### src/rtl/mdu_pkg.sv
// Shared encodings and constants for the HiLo multiply/divide unit.
// Holds op codes, FSM state encoding, divide iteration count, div-by-zero Lo.
package mdu_pkg;

  typedef enum logic [1:0] {
    OP_MULT  = 2'b00,
    OP_MULTU = 2'b01,
    OP_DIV   = 2'b10,
    OP_DIVU  = 2'b11
  } mdu_op_e;

  typedef enum logic [1:0] {
    S_IDLE = 2'b00,
    S_MUL  = 2'b01,
    S_DIV  = 2'b10,
    S_DONE = 2'b11
  } mdu_state_e;

  localparam int          DIV_ITER = 32;
  localparam logic [31:0] DIV0_LO  = 32'hFFFF_FFFF;

  // Magnitude of v when treated as signed (sgn=1), else v unchanged.
  function automatic logic [31:0] abs32(
    input logic [31:0] v,
    input logic        sgn
  );
    return (sgn && v[31]) ? (~v + 32'd1) : v;
  endfunction

endpackage

### src/rtl/mdu_div.sv
// Iterative restoring unsigned divider, one quotient bit per clock.
// Ports: clk, rst, abort_i, start_i, dividend_i, divisor_i -> done_o, quot_o, rem_o.
module mdu_div
  import mdu_pkg::*;
(
  input  logic        clk,
  input  logic        rst,
  input  logic        abort_i,
  input  logic        start_i,
  input  logic [31:0] dividend_i,
  input  logic [31:0] divisor_i,
  output logic        done_o,
  output logic [31:0] quot_o,
  output logic [31:0] rem_o
);

  logic [31:0] q_q;
  logic [31:0] r_q;
  logic [31:0] d_q;
  logic [5:0]  cnt_q;
  logic        busy_q;
  logic        done_q;

  // Returns {rem, quot} after one shift/subtract step.
  function automatic logic [63:0] div_step(
    input logic [31:0] r,
    input logic [31:0] q,
    input logic [31:0] d
  );
    logic [32:0] t;
    t = {r, q[31]} - {1'b0, d};
    if (!t[32]) return {t[31:0], q[30:0], 1'b1};
    return {r[30:0], q[31], q[30:0], 1'b0};
  endfunction

  // The first step runs on the load edge so the final
  // quotient is ready DIV_ITER-1 edges after start.
  always_ff @(posedge clk) begin
    if (rst) begin
      q_q    <= '0;
      r_q    <= '0;
      d_q    <= '0;
      cnt_q  <= '0;
      busy_q <= 1'b0;
      done_q <= 1'b0;
    end else begin
      done_q <= 1'b0;
      if (abort_i) begin
        busy_q <= 1'b0;
        cnt_q  <= '0;
      end else if (start_i) begin
        {r_q, q_q} <= div_step(32'd0, dividend_i, divisor_i);
        d_q    <= divisor_i;
        cnt_q  <= 6'd1;
        busy_q <= 1'b1;
      end else if (busy_q) begin
        {r_q, q_q} <= div_step(r_q, q_q, d_q);
        cnt_q <= cnt_q + 6'd1;
        if (cnt_q == 6'(DIV_ITER - 1)) begin
          busy_q <= 1'b0;
          done_q <= 1'b1;
        end
      end
    end
  end

  assign done_o = done_q;
  assign quot_o = q_q;
  assign rem_o  = r_q;

endmodule

### src/rtl/mdu_ctrl.sv
// HiLo multiply/divide controller: sequences MULT/MULTU/DIV/DIVU, stalls the pipe.
// Ports: clk, rst, start, op, opa, opb, flush -> stall, busy, wHiData/whi, wLoData/wlo.
// Divide path is built only when MDU_DIV_EN is defined.
module mdu_ctrl
  import mdu_pkg::*;
#(
  parameter int MUL_LAT = 2
) (
  input  logic        clk,
  input  logic        rst,
  input  logic        start,
  input  logic [1:0]  op,
  input  logic [31:0] opa,
  input  logic [31:0] opb,
  input  logic        flush,
  output logic        stall,
  output logic        busy,
  output logic [31:0] wHiData,
  output logic        whi,
  output logic [31:0] wLoData,
  output logic        wlo
);

  localparam logic [3:0] CNT_LAST = 4'(MUL_LAT - 1);

  mdu_state_e  state_q;
  mdu_op_e     op_q;
  logic [31:0] opa_q;
  logic [31:0] opb_q;
  logic [3:0]  cnt_q;
  logic        wr_q;
  logic [31:0] res_hi_q;
  logic [31:0] res_lo_q;
  logic [31:0] last_hi_q;
  logic [31:0] last_lo_q;

  logic        acc_ok;
  logic        wr_en;
  logic        ext_a;
  logic        ext_b;
  logic [63:0] a64;
  logic [63:0] b64;
  logic [63:0] prod;

`ifdef MDU_DIV_EN
  logic        div_start;
  logic        div_done;
  logic [31:0] div_q;
  logic [31:0] div_r;
  logic        neg_q;
  logic        neg_r;
  logic [31:0] q_fix;
  logic [31:0] r_fix;

  assign acc_ok = 1'b1;

  assign div_start = (state_q == S_IDLE) && start
                   && !flush && op[1] && (opb != 32'd0);

  mdu_div u_div (
    .clk        (clk),
    .rst        (rst),
    .abort_i    (flush),
    .start_i    (div_start),
    .dividend_i (abs32(opa, op == OP_DIV)),
    .divisor_i  (abs32(opb, op == OP_DIV)),
    .done_o     (div_done),
    .quot_o     (div_q),
    .rem_o      (div_r)
  );

  // Quotient sign = XOR of operand signs; remainder follows dividend.
  assign neg_q = (op_q == OP_DIV) && (opa_q[31] ^ opb_q[31]);
  assign neg_r = (op_q == OP_DIV) && opa_q[31];
  assign q_fix = neg_q ? (~div_q + 32'd1) : div_q;
  assign r_fix = neg_r ? (~div_r + 32'd1) : div_r;
`else
  assign acc_ok = ~op[1];
`endif

  // Sign/zero extend both operands to 64 bits; the low 64 bits
  // of the product are then correct for both MULT and MULTU.
  assign ext_a = (op_q == OP_MULT) && opa_q[31];
  assign ext_b = (op_q == OP_MULT) && opb_q[31];
  assign a64   = {{32{ext_a}}, opa_q};
  assign b64   = {{32{ext_b}}, opb_q};
  assign prod  = a64 * b64;

  always_ff @(posedge clk) begin
    if (rst) begin
      state_q   <= S_IDLE;
      op_q      <= OP_MULT;
      opa_q     <= '0;
      opb_q     <= '0;
      cnt_q     <= '0;
      wr_q      <= 1'b0;
      res_hi_q  <= '0;
      res_lo_q  <= '0;
      last_hi_q <= '0;
      last_lo_q <= '0;
    end else begin
      wr_q <= 1'b0;
      if (flush) begin
        state_q <= S_IDLE;
        cnt_q   <= '0;
      end else begin
        unique case (state_q)
          S_IDLE: begin
            if (start && acc_ok) begin
              op_q  <= mdu_op_e'(op);
              opa_q <= opa;
              opb_q <= opb;
              cnt_q <= '0;
              if (!op[1]) begin
                state_q <= S_MUL;
`ifdef MDU_DIV_EN
              end else if (opb == 32'd0) begin
                state_q  <= S_DONE;
                wr_q     <= 1'b1;
                res_hi_q <= opa;
                res_lo_q <= DIV0_LO;
              end else begin
                state_q <= S_DIV;
`endif
              end
            end
          end
          S_MUL: begin
            if (cnt_q == CNT_LAST) begin
              state_q  <= S_DONE;
              wr_q     <= 1'b1;
              res_hi_q <= prod[63:32];
              res_lo_q <= prod[31:0];
            end else begin
              cnt_q <= cnt_q + 4'd1;
            end
          end
          S_DIV: begin
`ifdef MDU_DIV_EN
            if (div_done) begin
              state_q  <= S_DONE;
              wr_q     <= 1'b1;
              res_hi_q <= r_fix;
              res_lo_q <= q_fix;
            end
`else
            state_q <= S_IDLE;
`endif
          end
          S_DONE: begin
            state_q   <= S_IDLE;
            last_hi_q <= res_hi_q;
            last_lo_q <= res_lo_q;
          end
          default: state_q <= S_IDLE;
        endcase
      end
    end
  end

  // A flush in DONE cancels the write in that same cycle.
  assign wr_en   = wr_q & ~flush;
  assign whi     = wr_en;
  assign wlo     = wr_en;
  assign wHiData = wr_en ? res_hi_q : last_hi_q;
  assign wLoData = wr_en ? res_lo_q : last_lo_q;

  assign busy  = (state_q != S_IDLE);
  assign stall = ((state_q == S_IDLE) && start && acc_ok) || busy;

endmodule

### config.mk
export PLATFORM = sky130hd
export DESIGN_NAME = mdu_ctrl
export DESIGN_NICKNAME = d
export VERILOG_FILES = /design/src/rtl/mdu_pkg.sv /design/src/rtl/mdu_div.sv /design/src/rtl/mdu_ctrl.sv
export SDC_FILE = /design/constraint.sdc
export NUM_CORES = 2
export LEC_CHECK = 0
export CAP_MARGIN = 20
export CELL_PAD_IN_SITES_DETAIL_PLACEMENT = 1
export CELL_PAD_IN_SITES_GLOBAL_PLACEMENT = 1
export CORE_MARGIN = 4
export CORE_UTILIZATION = 35
export CTS_CLUSTER_SIZE = 25
export DETAILED_ROUTE_END_ITERATION = 12
export HOLD_SLACK_MARGIN = 0.1
export PLACE_DENSITY_LB_ADDON = 0.1
export SYNTH_ARGS = -nofsm -noshare
export SYNTH_HDL_FRONTEND = slang
export SYNTH_SLANG_ARGS = --single-unit
### constraint.sdc
create_clock -name clk -period 8 [get_ports clk]
set_input_delay 0.8 -clock clk [delete_from_list [all_inputs] [get_ports clk]]
set_output_delay 0.8 -clock clk [all_outputs]
set_load 0.02 [all_outputs]
==> key figures <==
Timing
  – Setup ws final: approximately 0.28 ns
  – Worst-margin pin slew: approximately 0.94 ns
  – Fmax: around 130 MHz
  – Fin. Hold Viols: 0
  – Fin Clk Skew: 0.03482 ns
  – Final Max Slew Viols: 0
  – Final setup fails: 0
  – RSZ-0062 raised after global routing: true
  – Tcrit/Tclk final: 96.56%
  – Tmin final: 7.724 ns
  – Max transition margin: 37.09%

Critical path
  – Maximum fanout along the worst path: 11
  – Critical path's most frequent cell: fa_1
  – Cell at the slowest stage of the critical path: fa_1
  – Reg2reg path depth: 33
  – Critical path type: reg -> reg
  – Max stage delay on crit path: 0.54 ns
  – Setup crit end kind: register
  – Critical path data required time: around 8.5 ns
  – Nature of the critical path startpoint: register
  – WP data arrival: 8.23 ns

Clock tree
  – Htree depth: 1
  – Clk slew on worst S/H paths: 0.06 ns
  – TritonCTS clock tree: done
  – Clk_lat worst skew: 0.61 ns
  – Clk sink count: 201
  – CTS buffer count: 27
  – Clock Root Buffer: clkbuf_16
  – Clk buf depth: 3

GRT
  – Gr usage total: 23.37%
  – Initial antenna violation count: 9
  – GR Overflow Total: 0
  – Global-route wire length before repair: 244100 um
  – Largest net degree at the start of global routing: 70
  – Vias in the first global route: 40870

Drt
  – Vias: 35190
  – Drc violations: 0
  – Pre-antenna DRT Iters: 5
  – Vias per cell: 4.850
  – DR iter-0 viols: 1384
  – WL/cell: 21.37 um
  – Routed WL: 155100 um
  – Remaining antenna violation count after routing: 0

Floorplanning
  – Row cnt: 132
  – Die area: 136800 sq um
  – Die X-Extent: 369.8 um
  – Initial Utilization: 35.29%
  – IO Count: between 100 and 150
  – Die H: 369.8 um
  – Core Area: 129800 sq um

Synthesis
  – Number of synthesis warnings: 0
  – Synth Instances: roughly 5400
  – Cell variety after synth: 70
  – EDFF count, synth: 0
  – Synthesized net count: 6760
  – Seq/Total Area, Yosys: 8.783%
  – Ys flop type: dfxtp_1
  – Seq cells post-synth: ~200
  – Avg Synthesized Cell Area: 8.562 sq um
  – Post-Syn Area: approximately 46000 sq um
  – Async SR Flop Fraction: 0%

Placement
  – Post-DP HPWL: 128500 um
  – Port bufs: 137
  – Final GP Congestion: 0.8811
  – Placed insts: around 7000
  – Pre-CTS setup slack: -0.1110 ns

Cells and area
  – Fillers: between 15000 and 20000
  – Final net count: 6893
  – Area Overhead vs Synth: 14.80%
  – Most common cell after layout, fill and taps aside: nand2_1
  – Non-filler cells, final: between 7000 and 8000
  – Commonest non-fill, non-tap cells in the layout: 1355 x nand2_1, 1173 x inv_1, 1118 x fa_1
  – Share of cells above drive strength 1: under 10%

Pwr
  – PD cells: around 60 nW/um^2
  – Static Leak: 24.30 nW
  – Max VDD drop: about 0.14 mV

Flow run
  – Maximum capacitance violations: 0

Worst hold path
  – Hold WC Path Type: reg -> reg
  – Worst hold path stage count: 2

Status
  – Status: finished, final reports clean
[worst paths after layout]
path,slack [ns],startpoint,to
setup / recovery,0.28,op_q[0],res_hi_q[19]
hold / removal,0.46,last_hi_q[22],last_hi_q[22]
hold reg to reg,0.46,last_hi_q[22],last_hi_q[22]
setup reg to reg,0.28,op_q[0],res_hi_q[19]
[power breakdown]
group	internal [mW]	leakage (nW)	switching [mW]
Clock	0.816	0.472	0.539
Combinational	0.302	22.2	0.492
Sequential	1.01	1.63	0.0115
[what timing repair did]
| item | in CTS | in global routing |
|---|---|---|
| cloned | 0 | 2 |
| hold buffers | 0 | 0 |
| setup buffers | 0 | 12 |
| resized for setup | 4 | 82 |
| pin swaps | 0 | 43 |
| endpoints found under the setup margin | 4 | 26 |
[synth_stat cells, drive strengths merged, types with 4 or more instances]
master	n	share of area, %
a211oi	9	0.15
a21o	50	0.82
a21oi	246	2.7
a31oi	8	0.11
and2	267	3.7
and3	30	0.41
buf	23	0.23
clkbuf	308	2.5
dfxtp	201	8.8
fa	1125	49
ha	214	5.8
inv	1180	9.7
nand2	1361	11
nand2b	8	0.11
nand3	25	0.27
nand3b	6	0.098
nand4	11	0.15
nor2	62	0.51
nor2b	7	0.096
nor3	14	0.18
nor3b	4	0.066
o211ai	8	0.13
o21ai	36	0.40
o21bai	11	0.18
o31ai	5	0.093
or2	13	0.18
or3	8	0.12
xnor2	45	0.86
xor2	22	0.42
[cell families (layout without fill, tap and decap cells)]
kind of cell,after synthesis,count (layout),share of synthesized area [%]
AOI/OAI and AO/OA,404,404,5.257
buffers and inverters,1511,1665,12.43
and+or+nand+nor,1826,1826,17.18
other,0,10,0
xor gates and xnor gates,67,67,1.281
adders and majority gates,1339,1339,55.00
muxes,3,3,0.06555
DFF,201,201,8.783
[critical path, delay by kind of cell (launching register included)]
kind	cells	cell delay, ns
and+or+nand+nor	6	0.59
buffers and inverters	11	1.07
AOI/OAI and AO/OA	6	1.09
DFF	1	0.35
adders and majority gates	9	4.33
xor gates and xnor gates	1	0.16
[cell type report]
type                            instances  area [sq um]  share of cell area (%)
Multi-Input combinational cell       3639         36440                   69.29
Timing Repair Buffer                  435          4521                   8.595
Inverter                             1180          4434                   8.430
Sequential cell                       201          4034                   7.669
Tap cell                             1742          2180                   4.144
Clock buffer                           40         794.5                   1.511
Clock inverter                         10         167.7                  0.3188
Antenna cell                           10         25.02                 0.04758
[flip-flops by register name, summed over array words and instances (netlist names)]
| signal | flops |
|---|---|
| cnt_q | 4 |
| last_hi_q | 32 |
| last_lo_q | 32 |
| op_q | 2 |
| opa_q | 32 |
| opb_q | 32 |
| res_hi_q | 32 |
| res_lo_q | 32 |
| state_q | 2 |
| wr_q | 1 |
[stage by stage]
step | hold WS, ns | cell area (sq um) | power (mW) | setup TNS, ns | utilization [%]
6_report | 0.4557 | 52600 | 3.173 | 0 | 40.52
5_1_grt | 0.4753 | 52580 | 3.345 | -0.09281 | 40.51
3_5_place_dp | 0.4501 | 51060 | 1.834 | -0.1965 | 39.34
3_3_place_gp | 0.4426 | 51060 | 1.825 | -0.1800 | 39.34
2_1_floorplan | 0.4270 | 45820 | 1.452 | 0 | -
4_1_cts | 0.4588 | 52040 | 3.221 | 0 | 40.09
[layer usage]
metal | track usage, % | vias up | share of wire (%)
met3 | 1.368 | 198 | 2.1
met5 | 0 | - | 0
met1 | 28.25 | 18820 | 41
met4 | 6.562 | 0 | 3.4
met2 | 44.63 | 444 | 54
li1 | - | 15730 | -
Power figures use the tool's default switching activity.
